===== src/rtl/vga_frame_scheduler.sv =====
`default_nettype none
// ============================================================================
//  Module   : vga_frame_scheduler
//  Purpose  : Time-slotted owner of the VGA plot port. Each frame starts the
//             map, character and HUD drawers in turn and forwards the active
//             drawer's plot/x/y/color. A slot ends on done or budget timeout,
//             then the scheduler idles until the frame period expires.
//  Revision : 1.0  initial release
// ============================================================================
module vga_frame_scheduler #(
  parameter int FRAME_CYCLES = 12000,
  parameter int MAP_BUDGET   = 11025,
  parameter int CHAR_BUDGET  = 256,
  parameter int HUD_BUDGET   = 512
) (
  input  logic        clk,
  input  logic        reset,
  input  logic        en,
  input  logic [2:0]  slot_en,
  input  logic        clr_overrun,
  input  logic [2:0]  src_done,
  input  logic [2:0]  src_plot,
  input  logic [23:0] src_x,
  input  logic [23:0] src_y,
  input  logic [8:0]  src_color,
  output logic [2:0]  src_start,
  output logic        vgaPlot,
  output logic [7:0]  vga_x,
  output logic [7:0]  vga_y,
  output logic [2:0]  vgaColor,
  output logic        isDispRunning,
  output logic        frame_tick,
  output logic [2:0]  overrun
);

  // Budgets must fit in one frame and leave room for start + done cycles.
  if ((MAP_BUDGET + CHAR_BUDGET + HUD_BUDGET > FRAME_CYCLES) ||
      (MAP_BUDGET < 2) || (CHAR_BUDGET < 2) || (HUD_BUDGET < 2) ||
      (FRAME_CYCLES > 32768)) begin : g_bad_params
    $error("vga_frame_scheduler: invalid frame/budget parameters");
  end

  localparam logic [2:0] c_IDLE = 3'd0;
  localparam logic [2:0] c_MAP  = 3'd1;
  localparam logic [2:0] c_CHAR = 3'd2;
  localparam logic [2:0] c_HUD  = 3'd3;
  localparam logic [2:0] c_WAIT = 3'd4;

  localparam logic [14:0] c_FRAME_LAST = 15'(FRAME_CYCLES - 1);
  localparam logic [14:0] c_MAP_LAST   = 15'(MAP_BUDGET - 1);
  localparam logic [14:0] c_CHAR_LAST  = 15'(CHAR_BUDGET - 1);
  localparam logic [14:0] c_HUD_LAST   = 15'(HUD_BUDGET - 1);

  // First enabled slot strictly after 'cur' (IDLE means "from the top").
  function automatic logic [2:0] f_next_slot(input logic [2:0] mask, input logic [2:0] cur);
    logic [2:0] nxt;
    nxt = c_WAIT;
    if (cur == c_IDLE && mask[0])                        nxt = c_MAP;
    else if ((cur == c_IDLE || cur == c_MAP) && mask[1]) nxt = c_CHAR;
    else if (cur != c_HUD && mask[2])                    nxt = c_HUD;
    return nxt;
  endfunction

  function automatic logic [2:0] f_onehot(input logic [2:0] st);
    logic [2:0] oh;
    oh = 3'b000;
    case (st)
      c_MAP:   oh = 3'b001;
      c_CHAR:  oh = 3'b010;
      c_HUD:   oh = 3'b100;
      default: oh = 3'b000;
    endcase
    return oh;
  endfunction

  logic [2:0]  r_state;
  logic [2:0]  r_mask;
  logic [14:0] r_frame_cnt;
  logic [14:0] r_slot_cnt;
  logic [2:0]  r_src_start;
  logic        r_vga_plot;
  logic [7:0]  r_vga_x;
  logic [7:0]  r_vga_y;
  logic [2:0]  r_vga_color;
  logic        r_disp;
  logic        r_tick;
  logic [2:0]  r_overrun;

  logic        w_in_slot;
  logic [14:0] w_budget_last;
  logic        w_sel_done;
  logic        w_sel_plot;
  logic [7:0]  w_sel_x;
  logic [7:0]  w_sel_y;
  logic [2:0]  w_sel_color;
  logic        w_done;
  logic        w_timeout;
  logic        w_slot_end;
  logic        w_frame_last;
  logic        w_frame_start;
  logic [2:0]  w_next_state;
  logic        w_enter;
  logic [2:0]  w_ovr_set;

  assign w_in_slot = (r_state == c_MAP) || (r_state == c_CHAR) || (r_state == c_HUD);

  // Select the active source's budget, done and pixel data.
  always_comb begin
    w_budget_last = 15'd0;
    w_sel_done    = 1'b0;
    w_sel_plot    = 1'b0;
    w_sel_x       = r_vga_x;
    w_sel_y       = r_vga_y;
    w_sel_color   = r_vga_color;
    case (r_state)
      c_MAP: begin
        w_budget_last = c_MAP_LAST;
        w_sel_done    = src_done[0];
        w_sel_plot    = src_plot[0];
        w_sel_x       = src_x[7:0];
        w_sel_y       = src_y[7:0];
        w_sel_color   = src_color[2:0];
      end
      c_CHAR: begin
        w_budget_last = c_CHAR_LAST;
        w_sel_done    = src_done[1];
        w_sel_plot    = src_plot[1];
        w_sel_x       = src_x[15:8];
        w_sel_y       = src_y[15:8];
        w_sel_color   = src_color[5:3];
      end
      c_HUD: begin
        w_budget_last = c_HUD_LAST;
        w_sel_done    = src_done[2];
        w_sel_plot    = src_plot[2];
        w_sel_x       = src_x[23:16];
        w_sel_y       = src_y[23:16];
        w_sel_color   = src_color[8:6];
      end
      default: ;
    endcase
  end

  // Done is ignored on the slot's start cycle; done beats a coincident timeout.
  assign w_done       = w_in_slot && w_sel_done && (r_slot_cnt != 15'd0);
  assign w_timeout    = w_in_slot && (r_slot_cnt == w_budget_last);
  assign w_slot_end   = w_done || w_timeout;
  assign w_frame_last = (r_frame_cnt == c_FRAME_LAST);
  assign w_ovr_set    = (w_timeout && !w_done) ? f_onehot(r_state) : 3'b000;

  // Next-state decision; a frame start always re-samples slot_en.
  always_comb begin
    w_next_state  = r_state;
    w_frame_start = 1'b0;
    case (r_state)
      c_IDLE: w_frame_start = en;
      c_MAP, c_CHAR, c_HUD: begin
        if (w_slot_end) begin
          if (w_frame_last) begin
            if (en) w_frame_start = 1'b1;
            else    w_next_state  = c_IDLE;
          end else begin
            w_next_state = f_next_slot(r_mask, r_state);
          end
        end
      end
      c_WAIT: begin
        if (w_frame_last) begin
          if (en) w_frame_start = 1'b1;
          else    w_next_state  = c_IDLE;
        end
      end
      default: w_next_state = c_IDLE;
    endcase
    if (w_frame_start) w_next_state = f_next_slot(slot_en, c_IDLE);
  end

  assign w_enter = (w_frame_start || w_slot_end) && (f_onehot(w_next_state) != 3'b000);

  // Sequencer state, frame/slot counters and the start pulse.
  always_ff @(posedge clk or negedge reset) begin
    if (!reset) begin
      r_state     <= c_IDLE;
      r_mask      <= 3'b000;
      r_frame_cnt <= 15'd0;
      r_slot_cnt  <= 15'd0;
      r_src_start <= 3'b000;
      r_tick      <= 1'b0;
      r_disp      <= 1'b0;
    end else begin
      r_state     <= w_next_state;
      if (w_frame_start) r_mask <= slot_en;
      if (w_frame_start || w_frame_last) r_frame_cnt <= 15'd0;
      else if (r_state != c_IDLE)        r_frame_cnt <= r_frame_cnt + 15'd1;
      if (w_enter)        r_slot_cnt <= 15'd0;
      else if (w_in_slot) r_slot_cnt <= r_slot_cnt + 15'd1;
      r_src_start <= w_enter ? f_onehot(w_next_state) : 3'b000;
      r_tick      <= w_frame_start;
      r_disp      <= (f_onehot(w_next_state) != 3'b000);
    end
  end

  // VGA forwarding: only the active slot's source reaches the port.
  always_ff @(posedge clk or negedge reset) begin
    if (!reset) begin
      r_vga_plot  <= 1'b0;
      r_vga_x     <= 8'd0;
      r_vga_y     <= 8'd0;
      r_vga_color <= 3'd0;
    end else begin
      r_vga_plot  <= w_in_slot & w_sel_plot;
      r_vga_x     <= w_sel_x;
      r_vga_y     <= w_sel_y;
      r_vga_color <= w_sel_color;
    end
  end

  // Sticky overrun flags; a same-cycle set wins over the clear.
  always_ff @(posedge clk or negedge reset) begin
    if (!reset) r_overrun <= 3'b000;
    else        r_overrun <= (clr_overrun ? 3'b000 : r_overrun) | w_ovr_set;
  end

  assign src_start     = r_src_start;
  assign vgaPlot       = r_vga_plot;
  assign vga_x         = r_vga_x;
  assign vga_y         = r_vga_y;
  assign vgaColor      = r_vga_color;
  assign isDispRunning = r_disp;
  assign frame_tick    = r_tick;
  assign overrun       = r_overrun;

endmodule
`default_nettype wire

===== config.mk =====
export PLATFORM = sky130hd
export DESIGN_NAME = vga_frame_scheduler
export DESIGN_NICKNAME = d
export VERILOG_FILES = /design/src/rtl/vga_frame_scheduler.sv
export SDC_FILE = /design/constraint.sdc
export NUM_CORES = 1
export LEC_CHECK = 0
export BUFFER_PORTS_ARGS = -buffer_cell sky130_fd_sc_hd__buf_4
export CAP_MARGIN = 40
export CORE_MARGIN = 8
export CORE_UTILIZATION = 58
export CTS_BUF_LIST = sky130_fd_sc_hd__clkbuf_8
export CTS_CLUSTER_DIAMETER = 60
export CTS_CLUSTER_SIZE = 40
export DETAILED_ROUTE_END_ITERATION = 8
export PLACE_DENSITY = 0.86
export SETUP_SLACK_MARGIN = 0.05
export SYNTH_ARGS = -nofsm -noshare
export SYNTH_HDL_FRONTEND = slang
export SYNTH_SLANG_ARGS = --single-unit

===== constraint.sdc =====
create_clock -name clk -period 8.1 [get_ports clk]
set_input_delay 1.215 -clock clk [delete_from_list [all_inputs] [get_ports clk]]
set_output_delay 1.215 -clock clk [all_outputs]
set_load 0.05 [all_outputs]

==> results.py, run 1 <==
metrics = {
    "setup_path": {
        "cp_slowest_stage_delay_ns": 0.75,
        "cp_max_fo": 10,
        "required_ns": 8.35,
        "crit-reg2reg-launch": "r_frame_cnt[0]",
        "cp_slowest_cell": "nor4_1",
        "crit_chain": "ha_1 > or4b_1 > nor4_1 > a221oi_2 > a21oi_4 > mux2i_1 > nor3b_1",
        "reg2reg_to": "src_start[1]",
        "crit_type": "reg -> reg",
        "r2r_slack_ns": 4.87,
        "cp.arrival_ns": 3.47,
        "reg2reg_depth": 7,
        "end_kind": "flip-flop",
        "cp-start-kind": "flip-flop",
    },
    "sta": {
        "finalSetupViolCount": 0,
        "maxSlewHeadroom": 0.427,
        "tns_ns": 0,
        "holdWs_ns": 0.481,
        "fin_worst_skew_ns": 0.0147,
        "tightest_slew_ns": 0.851,
        "fin_crit_ns": 3.23,
        "fmax_ghz": 0.310,
        "rsz0062_at_grt": "no",
        "hold_viol_final": 0,
        "drv_slew": 0,
        "min_period_over_period": 0.398,
    },
    "yosys": {
        "ys_seq_area_frac": 0.456,
        "synth-edff-count": 0,
        "synth.most_common_cell": "dfrtp_1",
        "synth_area_um2": 3510,
        "ys_types": 53,
        "synth_nets": 439,
        "ys.flop_type": "dfrtp_1",
        "synthTopCellsByArea": "dfrtp_1 (46%), mux2_2 (7.4%), nor2_1 (4.7%)",
        "yosys.area.top_type": "dfrtp_1",
        "synth-seq-cells": 64,
        "synth.top_cell.area_share": 0.456,
        "postSynthAreaPerCell_um2": 9.59,
        "synth_async_sr_flop_share": 1.00,
        "yosysWarnings": 0,
        "synth_cells": 366,
        "synthTopCellsByCount": "dfrtp_1 (64), nor2_1 (44), nand2_1 (36), mux2_2 (23), o21ai_0 (22)",
    },
    "drt": {
        "drc_errors": 0,
        "drtIter0Drc": 205,
        "wl_per_cell_um": 18.5,
        "drtAntennaViolNets": 0,
        "avgViaCountPerCell": 5.87,
        "vias": 3176,
        "wl_um": 9980,
        "first_pass_iters": 5,
    },
    "layout": {
        "final_util": 0.771,
        "n_antenna_cell": 0,
        "final_nets": 535,
        "drive_above_1_share": 0.324,
        "final_area_um2": 4540,
        "area_growth_pct": 29.4,
        "multi_input_area_um2": 1790,
        "seq_area_um2": 1600,
        "fill_cells": 394,
    },
    "die": {
        "die_area_um2": 8790,
        "coreArea_um2": 5890,
        "chipHeight_um": 93.8,
        "start_util": 0.596,
        "core.rowCount": 28,
        "die_w_um": 93.8,
        "ios": 98,
    },
    "min_path": {
        "worstHoldEndpoint": "vga_x[1]",
        "hold_path.class": "reg -> reg",
        "hold_depth": 2,
        "hp-start": "vga_x[1]",
    },
    "power": {
        "ir_drop_mv": 0.285,
        "p_comb_frac": 0.523,
        "pwr-share-seq": 0.287,
        "p_sw_w": 0.000738,
        "p_sw_frac": 0.454,
        "power_density_nw_per_um2": 358,
        "p_leak_nw": 2.08,
        "p_int_w": 0.000888,
        "clockPowerShare": 0.190,
    },
    "job": {
        "drv_cap": 0,
    },
    "clocking": {
        "cts_root_buf": "clkbuf_8",
        "postCtsHoldBufs": 0,
        "cts_buffers": 9,
        "cts_tree": "built",
        "cts.sink_count": 64,
        "clk_latency_ns": 0.35,
        "clockBufferDepth": 2,
        "clkTransAtPathRegs_ns": 0.07,
        "post_cts_buffers": 0,
        "cts_resized": 0,
        "h-tree-depth": 3,
    },
    "global_route": {
        "grt_first_pass_wirelength_um": 15800,
        "grt_busiest_layer": "met2",
        "track_usage": 0.224,
        "gr-usage-met3": 0.0440,
        "grt_max_degree": 65,
        "grt_pass1_vias": 3221,
        "met2_usage": 0.386,
        "antenna_found_initial": 0,
        "met1_usage": 0.259,
        "grt_overflow_total": 0,
    },
    "placement": {
        "port_buffers": 97,
        "routabilityCongestion": 0.877,
        "place_hpwl_um": 7170,
        "post_dp_cell_area_um2": 4320,
    },
    "outcome": {
        "status": "finished clean",
    },
}
[sequential cells by signal, summed over array words and instances, names as in the netlist]
name           flops
r_frame_cnt       15
r_slot_cnt        15
vga_x              8
vga_y              8
overrun            3
r_mask             3
r_state            3
src_start          3
vgaColor           3
frame_tick         1
isDispRunning      1
vgaPlot            1
[metal layers]
metal	vias to the layer above	part of all wire
li1	1499	-
met1	1544	0.40
met2	112	0.53
met3	21	0.048
met4	0	0.025
met5	-	0
[cell usage in the layout, fill, tap and decap left out, drive strengths merged, types with 3 or more instances in the layout]
cell,n
nand2,36
dfrtp,64
xnor2,9
nand4,12
mux2,24
nor2,45
clkbuf,11
o41ai,3
o31ai,3
o21ai,23
ha,3
nor3,8
xor2,18
a21o,3
nor2b,3
nand3,11
a21oi,10
nor4,5
buf,103
inv,13
a22oi,19
mux2i,3
nand2b,5
[worst max-delay path, delay by kind of cell, from the launching register on]
family,cells,cell delay (ns)
AND/OR/NAND/NOR,3,1.46
AO/OA/AOI/OAI,2,0.58
multiplexers,1,0.50
flip-flops,1,0.41
adder cells (fa/ha/maj),1,0.18
[worst max-delay path by stage]
| stage | from | end | slack (ns) | cells after the start |
|---|---|---|---|---|
| 2_1_floorplan | src_done[0] | src_start[1] | 5.05 | 8 |
| 3_3_place_gp | src_done[0] | src_start[1] | 4.79 | 8 |
| 3_5_place_dp | src_done[0] | src_start[1] | 4.72 | 8 |
| 4_1_cts | r_frame_cnt[0] | src_start[1] | 4.88 | 8 |
| 5_1_grt | r_frame_cnt[0] | src_start[1] | 4.64 | 7 |
| 6_report | r_frame_cnt[0] | src_start[1] | 4.87 | 7 |
[cell type report]
| type | count | area share |
|---|---|---|
| flip-flops and latches | 64 | 0.353 |
| repair buffers | 103 | 0.175 |
| well taps | 75 | 0.0207 |
| clock buffers | 11 | 0.0333 |
| multi-input cells | 272 | 0.393 |
| inverters | 12 | 0.00992 |
| clock inverters | 4 | 0.0152 |
[per-stage QoR]
stage	instances	total power (W)	worst slack [ns]
5_1_grt	541	0.00171	4.64
3_3_place_gp	523	0.00126	4.79
2_1_floorplan	366	0.00105	5.05
6_report	541	0.00163	4.87
4_1_cts	541	0.00162	4.88
3_5_place_dp	526	0.00131	4.72
[kinds of logic after synthesis]
family                     after synthesis  share of synthesized area
xor gates and xnor gates                27                     0.0674
and+or+nand+nor                        139                      0.194
buffers and inverters                   30                     0.0342
muxes                                   27                     0.0867
adders and majority gates                3                     0.0107
AOI/OAI and AO/OA                       76                      0.151
DFF                                     64                      0.456
[power groups by stage]
| stage | clock network [W] | logic (W) | registers [W] |
|---|---|---|---|
| after CTS | 0.000310 | 0.000847 | 0.000466 |
| after global routing | 0.000322 | 0.000911 | 0.000478 |
| after global placement | 0 | 0.000780 | 0.000478 |
| after detailed placement | 0 | 0.000840 | 0.000470 |
| final | 0.000308 | 0.000851 | 0.000467 |
| after floorplan | 0 | 0.000402 | 0.000648 |
Note: power is estimated with default switching activity, not from simulation.
==> run 2: changes to the inputs <==
--- a/config.mk
+++ b/config.mk
@@ -8,12 +8,12 @@
 export BUFFER_PORTS_ARGS = -buffer_cell sky130_fd_sc_hd__buf_4
 export CAP_MARGIN = 40
 export CORE_MARGIN = 8
-export CORE_UTILIZATION = 58
+export CORE_UTILIZATION = 49
 export CTS_BUF_LIST = sky130_fd_sc_hd__clkbuf_8
 export CTS_CLUSTER_DIAMETER = 60
 export CTS_CLUSTER_SIZE = 40
 export DETAILED_ROUTE_END_ITERATION = 8
-export PLACE_DENSITY = 0.86
+export PLACE_DENSITY = 0.78
 export SETUP_SLACK_MARGIN = 0.05
 export SYNTH_ARGS = -nofsm -noshare
 export SYNTH_HDL_FRONTEND = slang
==> constraint.sdc (replaced) <==
create_clock -name clk -period 2.7 [get_ports clk]
set_input_delay 0.405 -clock clk [delete_from_list [all_inputs] [get_ports clk]]
set_output_delay 0.405 -clock clk [all_outputs]
set_load 0.05 [all_outputs]
==> run 2 against run 1 <==
  * Clock-buffer cell count shrank 2
  * Design area rose by 6.4%
  * Sequential share of layout area shrank 2.1 points
  * Clock skew down 0.0055 ns
  * Sequential cell count unchanged
  * Non-clock buffer count grew 21
  * Combinational power rose to 3.3 times the previous value
  * Routed wire length rose by 1.2%
  * Highest routed layer unchanged
==> results.py, run 2 (synthesis results as in run 1) <==
metrics = {
    "clocking": {
        "cts_buffers": 9,
        "cts_root_buf": "clkbuf_8",
        "postCtsHoldBufs": 0,
        "clockBufferDepth": 2,
        "h-tree-depth": 3,
        "cts.sink_count": 64,
        "clkTransAtPathRegs_ns": 0.07,
        "clk_latency_ns": 0.34,
        "cts_tree": "built",
    },
    "layout": {
        "area_growth_pct": 37.7,
        "largest_registers": "r_frame_cnt: 15 flops, r_slot_cnt: 15 flops",
        "n_antenna_cell": 0,
        "layout_commonest_cell": "buf_4",
        "final_area_um2": 4830,
        "layout_common_cells": "buf_4 (120), dfrtp_1 (63), nor2_1 (44)",
        "final_util": 0.681,
        "fill_cells": 560,
        "final_nets": 556,
        "drive_above_1_share": 0.381,
    },
    "sta": {
        "min_period_over_period": 0.997,
        "fmax_ghz": 0.372,
        "holdWs_ns": 0.162,
        "maxSlewHeadroom": 0.476,
        "drv_slew": 0,
        "fin_worst_skew_ns": 0.00925,
        "hold_viol_final": 0,
        "setup_ws_ns": 0.00906,
        "finalSetupViolCount": 0,
        "fin_crit_ns": 2.69,
        "tightest_slew_ns": 0.767,
        "rsz0062_at_grt": "yes",
    },
    "die": {
        "die_area_um2": 10100,
        "core.rowCount": 31,
        "start_util": 0.494,
        "ios": 98,
        "coreArea_um2": 7100,
        "chipHeight_um": 101,
        "die_w_um": 101,
    },
    "setup_path": {
        "cp-startpoint": "r_frame_cnt[1]",
        "crit-reg2reg-launch": "r_frame_cnt[1]",
        "crit_type": "reg -> reg",
        "cp_max_fo": 6,
        "cp-start-kind": "flip-flop",
        "required_ns": 2.94,
        "cp.arrival_ns": 2.93,
        "end_kind": "flip-flop",
    },
    "global_route": {
        "antenna_found_initial": 0,
        "grt_pass1_vias": 3187,
        "grt_first_pass_wirelength_um": 15600,
        "track_usage": 0.195,
        "grt_overflow_total": 0,
        "grt_max_degree": 65,
    },
    "placement": {
        "port_buffers": 97,
        "place_hpwl_um": 7330,
        "post_dp_cell_area_um2": 4490,
        "routabilityCongestion": 0.898,
        "pre_cts_ws_ns": -0.0265,
    },
    "drt": {
        "drc_errors": 0,
        "met1_length_um": 4230,
        "first_pass_iters": 4,
        "highest_layer": "met4",
        "met3_length_um": 367,
        "drtIter0Drc": 154,
        "dr_wl_met2_um": 5370,
        "drtAntennaViolNets": 0,
        "avgViaCountPerCell": 5.48,
        "wl_per_cell_um": 17.2,
        "vias": 3214,
        "wl_um": 10100,
    },
    "power": {
        "p_leak_nw": 2.20,
        "ir_drop_mv": 0.839,
        "power_density_nw_per_um2": 1080,
    },
    "min_path": {
        "hold_path.class": "in -> async",
    },
    "job": {
        "drv_cap": 0,
    },
    "outcome": {
        "status": "finished clean",
    },
}
[run 2: cell count changes in the layout (fill, tap and decap cells not counted), moves of 2 or more]
cell / previous run / this run
nor3_1: 7 / 5
nor3_2: 1 / 3
clkbuf_8: 11 / 9
buf_12: 0 / 2
buf_4: 102 / 120
buf_6: 0 / 2
[run 2: what timing repair did]
item | in CTS | in global routing
gates resized for setup | 1 | 14
setup endpoints to repair | 7 | 24
endpoints found under the hold margin | 0 | 0
pin swaps | 1 | 3
setup buffers | 2 | 2
[run 2: area by class of cell]
| type | count | area [µm²] | share of cell area |
|---|---|---|---|
| timing repair buffer | 124 | 963 | 0.199 |
| inverter | 12 | 47.5 | 0.00984 |
| sequential | 64 | 1600 | 0.332 |
| tap | 99 | 124 | 0.0256 |
| multi-input combinational | 272 | 1860 | 0.385 |
| clock buffer | 9 | 124 | 0.0256 |
| clock inverter | 7 | 111 | 0.0231 |
[run 2: per-layer routing]
| metal | up-vias | global-route usage |
|---|---|---|
| met3 | 13 | 0.0394 |
| met2 | 58 | 0.315 |
| met5 | - | 0 |
| met4 | 0 | 0.0953 |
| met1 | 1601 | 0.241 |
| li1 | 1542 | - |
[run 2: power breakdown]
group | leakage [nW] | switching (W) | internal (W)
Combinational | 1.24 | 0.00173 | 0.00108
Sequential | 0.842 | 0.000209 | 0.00122
Clock | 0.120 | 0.000367 | 0.000607
[run 2: stage by stage]
step           cells  total power [W]  TNS, ns
2_1_floorplan    366          0.00319  -0.0295
3_3_place_gp     567          0.00401        0
3_5_place_dp     567          0.00409  -0.0972
4_1_cts          585          0.00509        0
5_1_grt          587          0.00550   -0.482
6_report         587          0.00521        0
[run 2: final timing paths]
kind	endpoint	slack, ns	cells past startpoint
max	r_mask[0]	0.009	9
min	r_frame_cnt[3]	0.16	1
max reg2reg	r_mask[0]	0.009	9
min reg2reg	vga_y[0]	0.49	2
max in group asynchronous	r_slot_cnt[0]	1.97	1
min in group clk	r_mask[2]	0.33	2
[run 2: critical path, cell delays in order, from the launching register on]
cell and delay, ns:
dfrtp_1 0.35, ha_2 0.17, or4b_4 0.47, or4_4 0.47, nor2_4 0.13, nand4_2 0.12, a21oi_4 0.20, buf_12 0.14
mux2_4 0.34, o32ai_2 0.22
